--- src/rtl/fifo_flag_ctrl.sv ---
// Pointer, count and flag tracker for the SDMAC longword FIFO.
// It also sequences the end-of-transfer flush of a partial longword.
module fifo_flag_ctrl #(
   parameter int DEPTH_LOG2 = 3
) (
   input  logic                  CLK,
   input  logic                  RST,
   input  logic                  CLR,
   input  logic                  DMADIR,
   input  logic                  FLUSH_REQ,
   input  logic                  SCSI_INC,
   input  logic                  HOST_INC,
   output logic                  FIFOEMPTY,
   output logic                  FIFOFULL,
   output logic                  LASTWORD,
   output logic                  BOEQ3,
   output logic                  FLUSHFIFO,
   output logic                  FLUSHED,
   output logic [1:0]            BO,
   output logic [DEPTH_LOG2-1:0] WPTR,
   output logic [DEPTH_LOG2-1:0] RPTR,
   output logic [DEPTH_LOG2:0]   COUNT,
   output logic                  OVERFLOW,
   output logic                  UNDERFLOW
);

   typedef enum logic [1:0] {ST_IDLE, ST_FLUSH, ST_DONE} flush_st_e;

   localparam logic [DEPTH_LOG2:0] DEPTH_C = {1'b1, {DEPTH_LOG2{1'b0}}};

   logic                  dir_q, dir_d;
   logic [1:0]            bo_q, bo_d;
   logic [DEPTH_LOG2-1:0] wptr_q, wptr_d, rptr_q, rptr_d;
   logic [DEPTH_LOG2:0]   count_q, count_d;
   logic                  ovf_q, ovf_d, unf_q, unf_d;
   flush_st_e             st_q, st_d;

   logic full, empty, lastword, sc_wrap, fill, drain, fill_ok, drain_ok, part;

   assign full     = (count_q == DEPTH_C);
   assign empty    = (count_q == '0);
   assign lastword = (st_q == ST_FLUSH) && empty && (bo_q != 2'd0);
   assign sc_wrap  = SCSI_INC && (bo_q == 2'd3);
   assign fill     = dir_q ? sc_wrap : HOST_INC;
   assign drain    = dir_q ? HOST_INC : sc_wrap;
   // A full FIFO still accepts a fill when the other side drains this cycle,
   // and an empty one still drains when filled this cycle.
   assign fill_ok  = fill && (!full || drain);
   assign drain_ok = drain && (!empty || fill);
   // Host pulling the final partial longword out during a flush.
   assign part     = dir_q && lastword && HOST_INC;

   always_comb begin
      dir_d   = dir_q;
      bo_d    = bo_q;
      wptr_d  = wptr_q;
      rptr_d  = rptr_q;
      count_d = count_q;
      ovf_d   = ovf_q;
      unf_d   = unf_q;
      st_d    = st_q;
      if (CLR) begin
         dir_d   = DMADIR;
         bo_d    = 2'd0;
         wptr_d  = '0;
         rptr_d  = '0;
         count_d = '0;
         ovf_d   = 1'b0;
         unf_d   = 1'b0;
         st_d    = ST_IDLE;
      end else begin
         if (part) begin
            bo_d   = 2'd0;
            wptr_d = wptr_q + DEPTH_LOG2'(1);
            rptr_d = rptr_q + DEPTH_LOG2'(1);
         end else begin
            if (SCSI_INC && (bo_q != 2'd3 || (dir_q ? fill_ok : drain_ok)))
               bo_d = bo_q + 2'd1;
            wptr_d = wptr_q + DEPTH_LOG2'(fill_ok);
            rptr_d = rptr_q + DEPTH_LOG2'(drain_ok);
            if (fill_ok && !drain_ok)
               count_d = count_q + 1'b1;
            else if (drain_ok && !fill_ok)
               count_d = count_q - 1'b1;
            ovf_d = ovf_q | (fill && !fill_ok);
            unf_d = unf_q | (drain && !drain_ok);
         end
         case (st_q)
            ST_IDLE:  if (FLUSH_REQ && dir_q) st_d = ST_FLUSH;
            ST_FLUSH: if (empty && bo_q == 2'd0) st_d = ST_DONE;
            default:  st_d = st_q;
         endcase
      end
   end

   always_ff @(posedge CLK) begin
      if (RST) begin
         dir_q   <= 1'b0;
         bo_q    <= 2'd0;
         wptr_q  <= '0;
         rptr_q  <= '0;
         count_q <= '0;
         ovf_q   <= 1'b0;
         unf_q   <= 1'b0;
         st_q    <= ST_IDLE;
      end else begin
         dir_q   <= dir_d;
         bo_q    <= bo_d;
         wptr_q  <= wptr_d;
         rptr_q  <= rptr_d;
         count_q <= count_d;
         ovf_q   <= ovf_d;
         unf_q   <= unf_d;
         st_q    <= st_d;
      end
   end

   assign FIFOEMPTY = empty;
   assign FIFOFULL  = full;
   assign LASTWORD  = lastword;
   assign BOEQ3     = (bo_q == 2'd3);
   assign FLUSHFIFO = (st_q == ST_FLUSH);
   assign FLUSHED   = (st_q == ST_DONE);
   assign BO        = bo_q;
   assign WPTR      = wptr_q;
   assign RPTR      = rptr_q;
   assign COUNT     = count_q;
   assign OVERFLOW  = ovf_q;
   assign UNDERFLOW = unf_q;

endmodule

--- config.mk ---
export PLATFORM = sky130hd
export DESIGN_NAME = fifo_flag_ctrl
export DESIGN_NICKNAME = d
export VERILOG_FILES = /design/src/rtl/fifo_flag_ctrl.sv
export SDC_FILE = /design/constraint.sdc
export NUM_CORES = 1
export LEC_CHECK = 0
export CORE_MARGIN = 5
export CORE_UTILIZATION = 42
export CTS_CLUSTER_DIAMETER = 30
export DETAILED_ROUTE_END_ITERATION = 12
export GPL_TIMING_DRIVEN = 0
export PLACE_DENSITY = 0.74
export SYNTH_ARGS = -nofsm -noshare
export SYNTH_HDL_FRONTEND = slang
export SYNTH_SLANG_ARGS = --single-unit
--- constraint.sdc ---
create_clock -name CLK -period 2.6 [get_ports CLK]
set_clock_uncertainty 0.1 [all_clocks]
set_input_delay 0.26 -clock CLK [delete_from_list [all_inputs] [get_ports CLK]]
set_output_delay 0.26 -clock CLK [all_outputs]
set_load 0.01 [all_outputs]
### Yosys cells after proc, flatten, opt, wreduce, memory -nomap -nowiden

Cells that the tools add are included.

* input port bits: 7
* word-level logic and storage cells: 66
* flip-flop bits (word level): 17
* bits in latches: 0
* memory bits (read-only): 0
* memories: 0
* memory bits (writable): 0

* div/mod/pow operators: 0
* muxes and demuxes: 10
* reduce and logical (&&, ||, !) cells: 31
* $lt $le $gt $ge: 0
* shift-type cells: 0
* bitwise operators: 3
* eq/ne operators: 7
* add/sub/neg operators: 7
* multiply operators: 0

Operators by type and width (number)
* logical AND 1 bit: 14
* two-way mux 4 bit: 2
* adder 3 x 1 -> 3 bit: 2
* adder 3 x 1 -> 3 bit, second input constant: 2
* two-way mux 3 bit: 2
* nonzero test 2 bit: 3
* adder 4 x 1 -> 4 bit, second input constant: 1
* equality test 2 bit, second input constant: 2
* equality test 4 bit, second input constant: 1
* zero test 1 bit: 4
* zero test 2 bit: 2
* zero test 4 bit: 1
* two-way mux 2 bit: 2
* inequality test 2 bit, second input constant: 2
* one-hot mux 2 bit (2 select lines): 1
* subtractor 4 x 1 -> 4 bit, second input constant: 1
* logical OR 1 bit: 3
* two-way mux 1 bit: 3
* AND reduction 3 bit: 1
* OR reduction 3 bit: 1
* adder 2 x 1 -> 2 bit, second input constant: 1
* equality test 2 x 1 -> 1 bit, second input constant: 1
* inequality test 2 x 1 -> 1 bit, second input constant: 1
* OR 1 bit: 2
* 3 further kinds: 3

### Longest topological paths before layout

Gate-level depths: netlist (run 1).

* depth after elaboration: 9
* gate-level depth with buffers: 12
* gate-level depth less buffers: 12

### Worst setup path before layout (run 1)

No wires, ideal clock.

* path type: reg-to-reg
* from: register count_q[3] (netlist: COUNT[3])
* to: register count_q[3] (netlist: COUNT[3])
* period minus slack after synthesis: 2.932 ns
* setup time: 0.072 ns
* buffers on the path: 0
* slack: -0.332 ns
* arrival: 2.760 ns
* stages on the path, launching flop included: 12
* data required time: 2.428 ns
* cell sequence: dfxtp_1 nor4b_1 o21ai_0 nand2_1 o21ai_0 ha_1 inv_1 ha_1 a21oi_1 a21oi_1 o21ai_0 mux2i_1

* longest elaborated chain between the ends: 8
* elaborated cells on any way between the ends: 23
* those cells by class: add/sub (2); eq/ne (1); mux (2); bitwise (1); reduce/logical (17)

RTL lines
* start: declaration: RTL line 34 `logic [DEPTH_LOG2:0] count_q, count_d;`
* start signal: assignment: RTL line 111 `count_q <= count_d;`
* equality test 4 bit *: RTL line 40 `assign full = (count_q == DEPTH_C);`
* named net FIFOFULL: RTL line 14 `output logic FIFOFULL,`
* zero test 1 bit *: RTL line 48 `assign fill_ok = fill && (!full || drain);`
* logical OR 1 bit *: RTL line 48
* logical AND 1 bit *: RTL line 48
* zero test 1 bit: RTL line 83 `else if (drain_ok && !fill_ok)`
* logical AND 1 bit: RTL line 83
* nonzero test 2 bit (no source line)
* AND reduction 2 bit (no source line)

The timed path passes the listed nets; every way through them passes the cells marked *. The select of a mux whose other input is x is not followed.
A chain may end at the register's enable or synchronous reset.

### Worst setup path after layout (run 1)

* from: register count_q[2] (netlist: COUNT[2])
* to: register count_q[3] (netlist: COUNT[3])

* longest elaborated chain between the ends: 8
* elaborated cells on any way between the ends: 23
* those cells by class: add/sub (2); eq/ne (1); mux (2); bitwise (1); reduce/logical (17)

RTL lines (RTL line)
* equality test 4 bit / zero test 4 bit (equally long branches): 40, 41
* zero test 1 bit, on equally long branches: 48, 49
* logical OR 1 bit, on equally long branches: 48, 49
* logical AND 1 bit, on equally long branches: 48, 49
* zero test 1 bit, on equally long branches: 83, 81
* logical AND 1 bit, on equally long branches: 83, 81
* nonzero test 2 bit (no source line)
* AND reduction 2 bit (no source line)

Parallel ways exist; a longest one is shown, timed or not. The select of a mux whose other input is x is not followed.

==> impl_results.md, run 1 <==
* Via density per instance at about 5.1
* Register bit total from synthesis at 17
* Vias in the first global route at 854
* Clock network power share at 0.243
* Antenna violations before repair at 0
* Finished Core Util at 0.632
* Global-route wire length before repair at around 3.7 mm
* Overflow after GRT at 0
* Mapped Avg Cell Area at just over 9 um^2
* Synth top area share at 0.347
* GR met3 Demand/Resource at 0.0197
* DP HPWL at 1.59 mm
* Worst vdd ir at 318 uV
* Global Route met2 Usage at 0.228
* P per Cell Area at 427 nW/um^2
* Core region area at 2210 um^2
* Peak Freq at 403 MHz
* Worst-path clk slew at about 0.11 ns
* Critical Path AT at 2.62 ns
* Comb power frac at 0.276
* Root Driver: clkbuf_4
* Hold Path Class: in2reg
* CP startpoint kind: flip-flop
* Filler Cell Count at 193
* M1 GR Usage at 0.170
* CTS hold repair buffers at 0
* Vias at 859
* Placed insts at 158
* Post-Synthesis Cells at 105
* CTS Buffer Depth at 2
* Post-synth top flop: dfxtp_1
* Total routed wirelength at 2.11 mm
* Crit path capture type: flip-flop
* Syn-to-layout area delta at 42.8%
* RePlAce Congestion at 0.832
* Standard-cell rows at 17
* WL/cell at roughly 13 um
* Max-slew headroom at 0.656
* Final setup fails at 0
* IO buf count at 25
* Die X at 58.3 um
* Psw at 0.000175 W
* Sequential Power Share at 0.481
* H-tree levels at 1
* Die ar. at 3400 um^2
* Inserted Clock Buffers at 3
* Final Hold Viols at 0
* Largest net degree at the start of global routing at 13
* Iteration-0 DRC Markers at 7
* Worst skew pair latency at 0.30 ns
* Worst EP required at ~2.7 ns
* Top Ports at 27
* Mapped Area at 980 um^2
* Critical path type: reg2reg
* Post-Layout Cell Count at 168
* Nets@finish at 158
* Synth top cells by count: 17 x dfxtp_1, 12 x nor2_1, 9 x ha_1
* Crit path max fanout at 6
* Internal power at 0.000423 W
* Worst Max-Slew Pin Slew at 0.517 ns
* Max Cap Viol at 0
* Drt drc at 0
* Worst hold path depth at 4
* Distinct cells, synth at 33
* Worst reg-to-reg path cell count at 10
* Leakage power at 0.542 nW
* Tmin final at 2.48 ns
* Top-count cell post-synth: dfxtp_1
* Initial core utilization at 0.443
* Layout cell share with drive strength beyond 1 at 0.200
* Cell type with the largest total area after synthesis: dfxtp_1
* Post-synth EDFFs at 0
* Die height at 58.3 um
* First-pass iteration count of the detailed router at 4
* Post-DRT Antenna Nets at 0
* Status: finished clean
* Final Max Slew Viols at 0
* Seq/Total Area, Yosys at 0.347
* Clock sink total at 17
* CTS tree: done
* Warnings from Yosys at 0
* Sw frac at 0.293
* Final period utilization at 0.955
* Synth Net Count at between 100 and 150
* Top Usage Layer GRT: met2
* GRT Resource Usage Total at 0.134
* Share of flip-flops with an asynchronous set or reset at 0
* Largest cells by area after synthesis: dfxtp_1 35%, ha_1 11%, nor2_1 4.6%, xnor2_1 4.5%, mux2i_1 4.1%
* Number of diodes at 0
-- metrics by stage --
| stage | power [W] | hold slack [ns] | setup slack [ns] | cell area (um^2) | TNS (ns) |
|---|---|---|---|---|---|
| floorplan | 0.000373 | 0.232 | 0.00775 | 995 | 0 |
| global placement | 0.000419 | 0.355 | -0.191 | 1280 | -0.191 |
| detailed placement | 0.000423 | 0.372 | -0.204 | 1280 | -0.204 |
| CTS | 0.000586 | 0.358 | 0.0386 | 1350 | 0 |
| global route | 0.000634 | 0.386 | -0.0622 | 1400 | -0.0622 |
| finish | 0.000598 | 0.359 | 0.116 | 1400 | 0 |
-- metal layers --
layer / share of wire / routed length (um)
met5: 0 / 0
met2: 0.45 / 956
met3: 0.052 / 110
met1: 0.48 / 1020
met4: 0.012 / 26
-- worst paths after layout --
path	start	slack [ns]	endpoint
max	COUNT[2]	0.12	COUNT[3]
min	HOST_INC	0.36	UNDERFLOW
max reg2reg	COUNT[2]	0.12	COUNT[3]
min reg2reg	UNDERFLOW	0.38	UNDERFLOW
-- logic make-up (layout without fill, tap and decap cells) --
family          Yosys count  count (layout)  synth area share
buf+inv                   8              43            0.0319
xor+xnor                  6               6            0.0536
mux                       4               4            0.0409
compound gates           18              18             0.138
fa+ha+maj                10              10             0.135
flops                    17              17             0.347
simple gates             42              42             0.253
-- state kept, by name, summed over array words and instances, names as in the netlist --
signal and count:
COUNT 4, RPTR 3, WPTR 3, BO 2, st_q 2, OVERFLOW 1
UNDERFLOW 1, dir_q 1
-- final cells by class --
class / instances / area [um^2] / share of cell area
clock buffer: 3 / 22.5 / 0.0161
sequential: 17 / 347 / 0.248
tap: 28 / 35.0 / 0.0250
buffer: 2 / 8.76 / 0.00626
inverter: 5 / 18.8 / 0.0134
timing repair buffer: 32 / 303 / 0.216
clock inverter: 1 / 7.51 / 0.00537
multi-input combinational: 80 / 657 / 0.470
-- critical path, stage by stage, from the launching register on --
cell	delay (ns)
dfxtp_4	0.40
nor4_4	0.37
o21ai_0	0.14
a21oi_1	0.21
ha_1	0.21
inv_2	0.08
ha_4	0.29
nand3_1	0.09
and3_1	0.20
o21ai_1	0.15
mux2i_1	0.20
-- power groups by stage --
stage               registers [W]  clock network (W)  logic [W]
floorplan                0.000292                  0  0.0000813
global placement         0.000290                  0   0.000129
detailed placement       0.000290                  0   0.000132
CTS                      0.000287           0.000150   0.000150
global route             0.000290           0.000163   0.000181
finish                   0.000288           0.000145   0.000165
-- cell usage in the layout, fill, tap and decap left out, types with 4 or more instances in the layout --
master | Yosys | final
nor2_1 | 12 | 12
inv_1 | 5 | 4
buf_4 | 0 | 7
nand2_1 | 7 | 7
o21ai_0 | 6 | 5
ha_1 | 9 | 7
mux2i_1 | 4 | 4
a21oi_1 | 5 | 4
clkdlybuf4s50_1 | 0 | 25
xnor2_1 | 5 | 5
and2_1 | 6 | 6
dfxtp_1 | 17 | 14
-- timing repair --
action,in CTS,in global routing
endpoints found under the setup margin,1,2
buffers inserted,5,2
pin swaps,2,2
cloned,0,0
gates resized for setup,5,6
Power figures use the tool's default switching activity.
==> run 2, diff against run 1 <==
Settings changed: ABC_AREA from default to 1, PLACE_DENSITY 0.74 to 0.75.
==> impl_results.md, run 2 <==
* Status: finished clean (unchanged)
* Warnings from Yosys at 0 (unchanged)
* Worst skew pair latency at 0.29 ns (was 0.30 ns)
* Seq/Total Area, Yosys at 0.357 (was 0.347)
* Max-slew headroom at 0.706 (was 0.656)
* CP max stage cell: dfxtp_2 (was dfxtp_4)
* Most frequent cells in the layout: 26 x clkdlybuf4s50_1, 22 x inv_1, 20 x nand2_1 (was 25 x clkdlybuf4s50_1, 14 x dfxtp_1, 12 x nor2_1)
* Final Max Slew Viols at 0 (unchanged)
* Critical Path AT at 2.57 ns (was 2.62 ns)
* RePlAce Congestion at 0.804 (was 0.832)
* Mapped Avg Cell Area at 7.50 um^2 (was 9.33 um^2)
* Die ar. at 3320 um^2 (was 3400 um^2)
* Vias in the first global route at 809 (was 854)
* CTS hold repair buffers at 0 (unchanged)
* Worst-path clk slew at 0.10 ns (was 0.11 ns)
* Antenna violations before repair at 0 (unchanged)
* Standard-cell rows at 17 (unchanged)
* Leakage power at 0.580 nW (was 0.542 nW)
* Register bit total from synthesis at 17 (unchanged)
* Finished Core Util at 0.585 (was 0.632)
* Synth Net Count at 144 (was 122)
* Post-synth EDFFs at 0 (unchanged)
* Top Ports at 27 (unchanged)
* Global-route wire length before repair at 3.23 mm (was 3.65 mm)
* Iteration-0 DRC Markers at 21 (was 7)
* Clock sink total at 17 (unchanged)
* Distinct cells, synth at 20 (was 33)
* Initial core utilization at 0.435 (was 0.443)
* Mapped Area at 952 um^2 (was 980 um^2)
* Synth top cells by count: 22 x inv_1, 21 x nand2_1, 17 x dfxtp_1, 17 x nor2_1, 12 x nand3_1 (was 17 x dfxtp_1, 12 x nor2_1, 9 x ha_1)
* Max Cap Viol at 0 (unchanged)
* CTS tree: done (unchanged)
* Postcts setup bufs at 0 (was 5)
* First-pass iteration count of the detailed router at 4 (unchanged)
* DP HPWL at 1.63 mm (was 1.59 mm)
* Bufs and invs on worst path at 1 (unchanged)
* Post-Layout Cell Count at 185 (was 168)
* CP max stage delay at 0.38 ns (was 0.40 ns)
* Post_cts resized at 0 (was 5)
* IO buf count at 26 (was 25)
* GRT Resource Usage Total at 0.125 (was 0.134)
* Overflow after GRT at 0 (unchanged)
* Top-count cell post-synth: inv_1 (was dfxtp_1)
* Multi-input gate area at 531 um^2 (was 657 um^2)
* WL/cell at 10.8 um (was 12.6 um)
* Layout cell share with drive strength beyond 1 at 0.0892 (was 0.200)
* CP Depth at 14 (was 10)
* RSZ-0062 raised after global routing: false
* Number of diodes at 0 (unchanged)
* Placed insts at 181 (was 158)
* Max reg flops at 4 (unchanged)
* Commonest non-fill, non-tap cell in the layout: clkdlybuf4s50_1 (unchanged)
* Critical path type: reg2reg (unchanged)
* Filler Cell Count at 208 (was 193)
* Register Area at 343 um^2 (was 347 um^2)
* Worst reg-to-reg path cell count at 14 (was 10)
* Crit path capture type: flip-flop (unchanged)
* P per Cell Area at 455 nW/um^2 (was 427 nW/um^2)
* Hold Path Class: reg2reg (was in2reg)
* CP delay by family, top: adder cells (was simple AND/OR/NAND/NOR gates)
* Final Hold Viols at 0 (unchanged)
* Inserted Clock Buffers at 3 (unchanged)
* Synth top area share at 0.357 (was 0.347)
* Tmin final at 2.45 ns (was 2.48 ns)
* Worst hold path depth at 2 (was 4)
* Share of flip-flops with an asynchronous set or reset at 0 (unchanged)
* Vias at 880 (was 859)
* Worst Max-Slew Pin Slew at 0.442 ns (was 0.517 ns)
* Worst vdd ir at 313 uV (was 318 uV)
* Core region area at 2190 um^2 (was 2210 um^2)
* Final setup fails at 0 (unchanged)
* CTS Buffer Depth at 2 (unchanged)
* Crit path max fanout at 5 (was 6)
* Largest net degree at the start of global routing at 11 (was 13)
* Cell type with the largest total area after synthesis: dfxtp_1 (unchanged)
* Die height at 57.6 um (was 58.3 um)
* Crit path top cell by count: nand2_1
* Root Driver: clkbuf_4 (unchanged)
* Post-synth top flop: dfxtp_1 (unchanged)
* Syn-to-layout area delta at 34.7% (was 42.8%)
* Worst EP required at 2.72 ns (was 2.73 ns)
* Via density per instance at 4.76 (was 5.11)
* Post-Synthesis Cells at 127 (was 105)
* Largest cells by area after synthesis: dfxtp_1 36%, ha_1 12%, inv_1 8.7%, nand2_1 8.3%, nor2_1 6.7% (was dfxtp_1 35%, ha_1 11%, nor2_1 4.6%, xnor2_1 4.5%, mux2i_1 4.1%)
* H-tree levels at 1 (unchanged)
* Die X at 57.6 um (was 58.3 um)
* Drt drc at 0 (unchanged)
* Final period utilization at 0.943 (was 0.955)
* Nets@finish at 175 (was 158)
* Post-DRT Antenna Nets at 0 (unchanged)
* CP startpoint kind: flip-flop (unchanged)
* Total routed wirelength at 1.99 mm (was 2.11 mm)
* Crit-path cells: ha_2, nand2_1, nand2_1, nand2_1, nand2_1, nand2_1, ha_1, inv_1, ha_1, a21oi_1, nand2_1, xor2_1, nand3_1, a21oi_1 (was nor4_4, o21ai_0, a21oi_1, ha_1, inv_2, ha_4, nand3_1, and3_1, o21ai_1, mux2i_1)
* Peak Freq at 408 MHz (was 403 MHz)
run 2: changes by cell type after synthesis, sizes merged, moves of 2 or more:
cell   previous run  this run
inv               5        22
a21oi             5         9
nor2b             3         0
or3               2         0
nor2             12        19
mux2i             4         0
nand3             2        12
nand2             7        25
o21ai             6         2
and2              6         0
run 2: area by class of cell:
| cell class | instances | area share |
|---|---|---|
| Multi-Input combinational cell | 87 | 0.414 |
| Clock inverter | 1 | 0.00390 |
| Tap cell | 28 | 0.0273 |
| Buffer | 1 | 0.00293 |
| Inverter | 22 | 0.0644 |
| Timing Repair Buffer | 26 | 0.203 |
| Sequential cell | 17 | 0.267 |
| Clock buffer | 3 | 0.0176 |
run 2: worst reg2reg max path, stage by stage (launching register included):
cell,delay [ns]
dfxtp_2,0.38
ha_2,0.23
nand2_1,0.06
nand2_1,0.07
nand2_1,0.10
nand2_1,0.11
nand2_1,0.08
ha_1,0.21
inv_1,0.12
ha_1,0.27
a21oi_1,0.17
nand2_1,0.10
xor2_1,0.14
nand3_1,0.08
a21oi_1,0.15
run 2: report_power, final:
part	total [W]	internal, W	leakage, nW	switching (W)
logic	0.000159	0.0000752	0.423	0.0000841
registers	0.000283	0.000271	0.139	0.0000119
clock network	0.000142	0.0000572	0.0177	0.0000847
run 2: stage by stage:
step	setup TNS, ns	power, W	setup slack, ns	cell area, um^2	hold slack [ns]
CTS	0	0.000593	0.0634	1270	0.374
global placement	0	0.000440	0.00314	1250	0.350
floorplan	0	0.000386	0.262	952	0.232
detailed placement	-0.106	0.000448	-0.106	1250	0.349
finish	0	0.000584	0.148	1280	0.370
global route	0	0.000621	0.0176	1280	0.407
run 2: cell families after synthesis:
| kind of cell | share of synthesized area |
|---|---|
| simple gates | 0.286 |
| buf+inv | 0.0907 |
| flops | 0.357 |
| compound gates | 0.0802 |
| fa+ha+maj | 0.139 |
| xor+xnor | 0.0460 |
run 2: final timing paths:
path | to | from | slack [ns]
worst max register to register | COUNT[3] | BO[0] | 0.15
worst max-delay path | COUNT[3] | BO[0] | 0.15
worst min-delay path | UNDERFLOW | UNDERFLOW | 0.37
worst min register to register | UNDERFLOW | UNDERFLOW | 0.37
run 2: metal layers:
layer | GRT usage | wire length [um]
met1 | 0.137 | 890
met2 | 0.227 | 952
met3 | 0.0267 | 119
met4 | 0.0596 | 30
met5 | 0 | 0
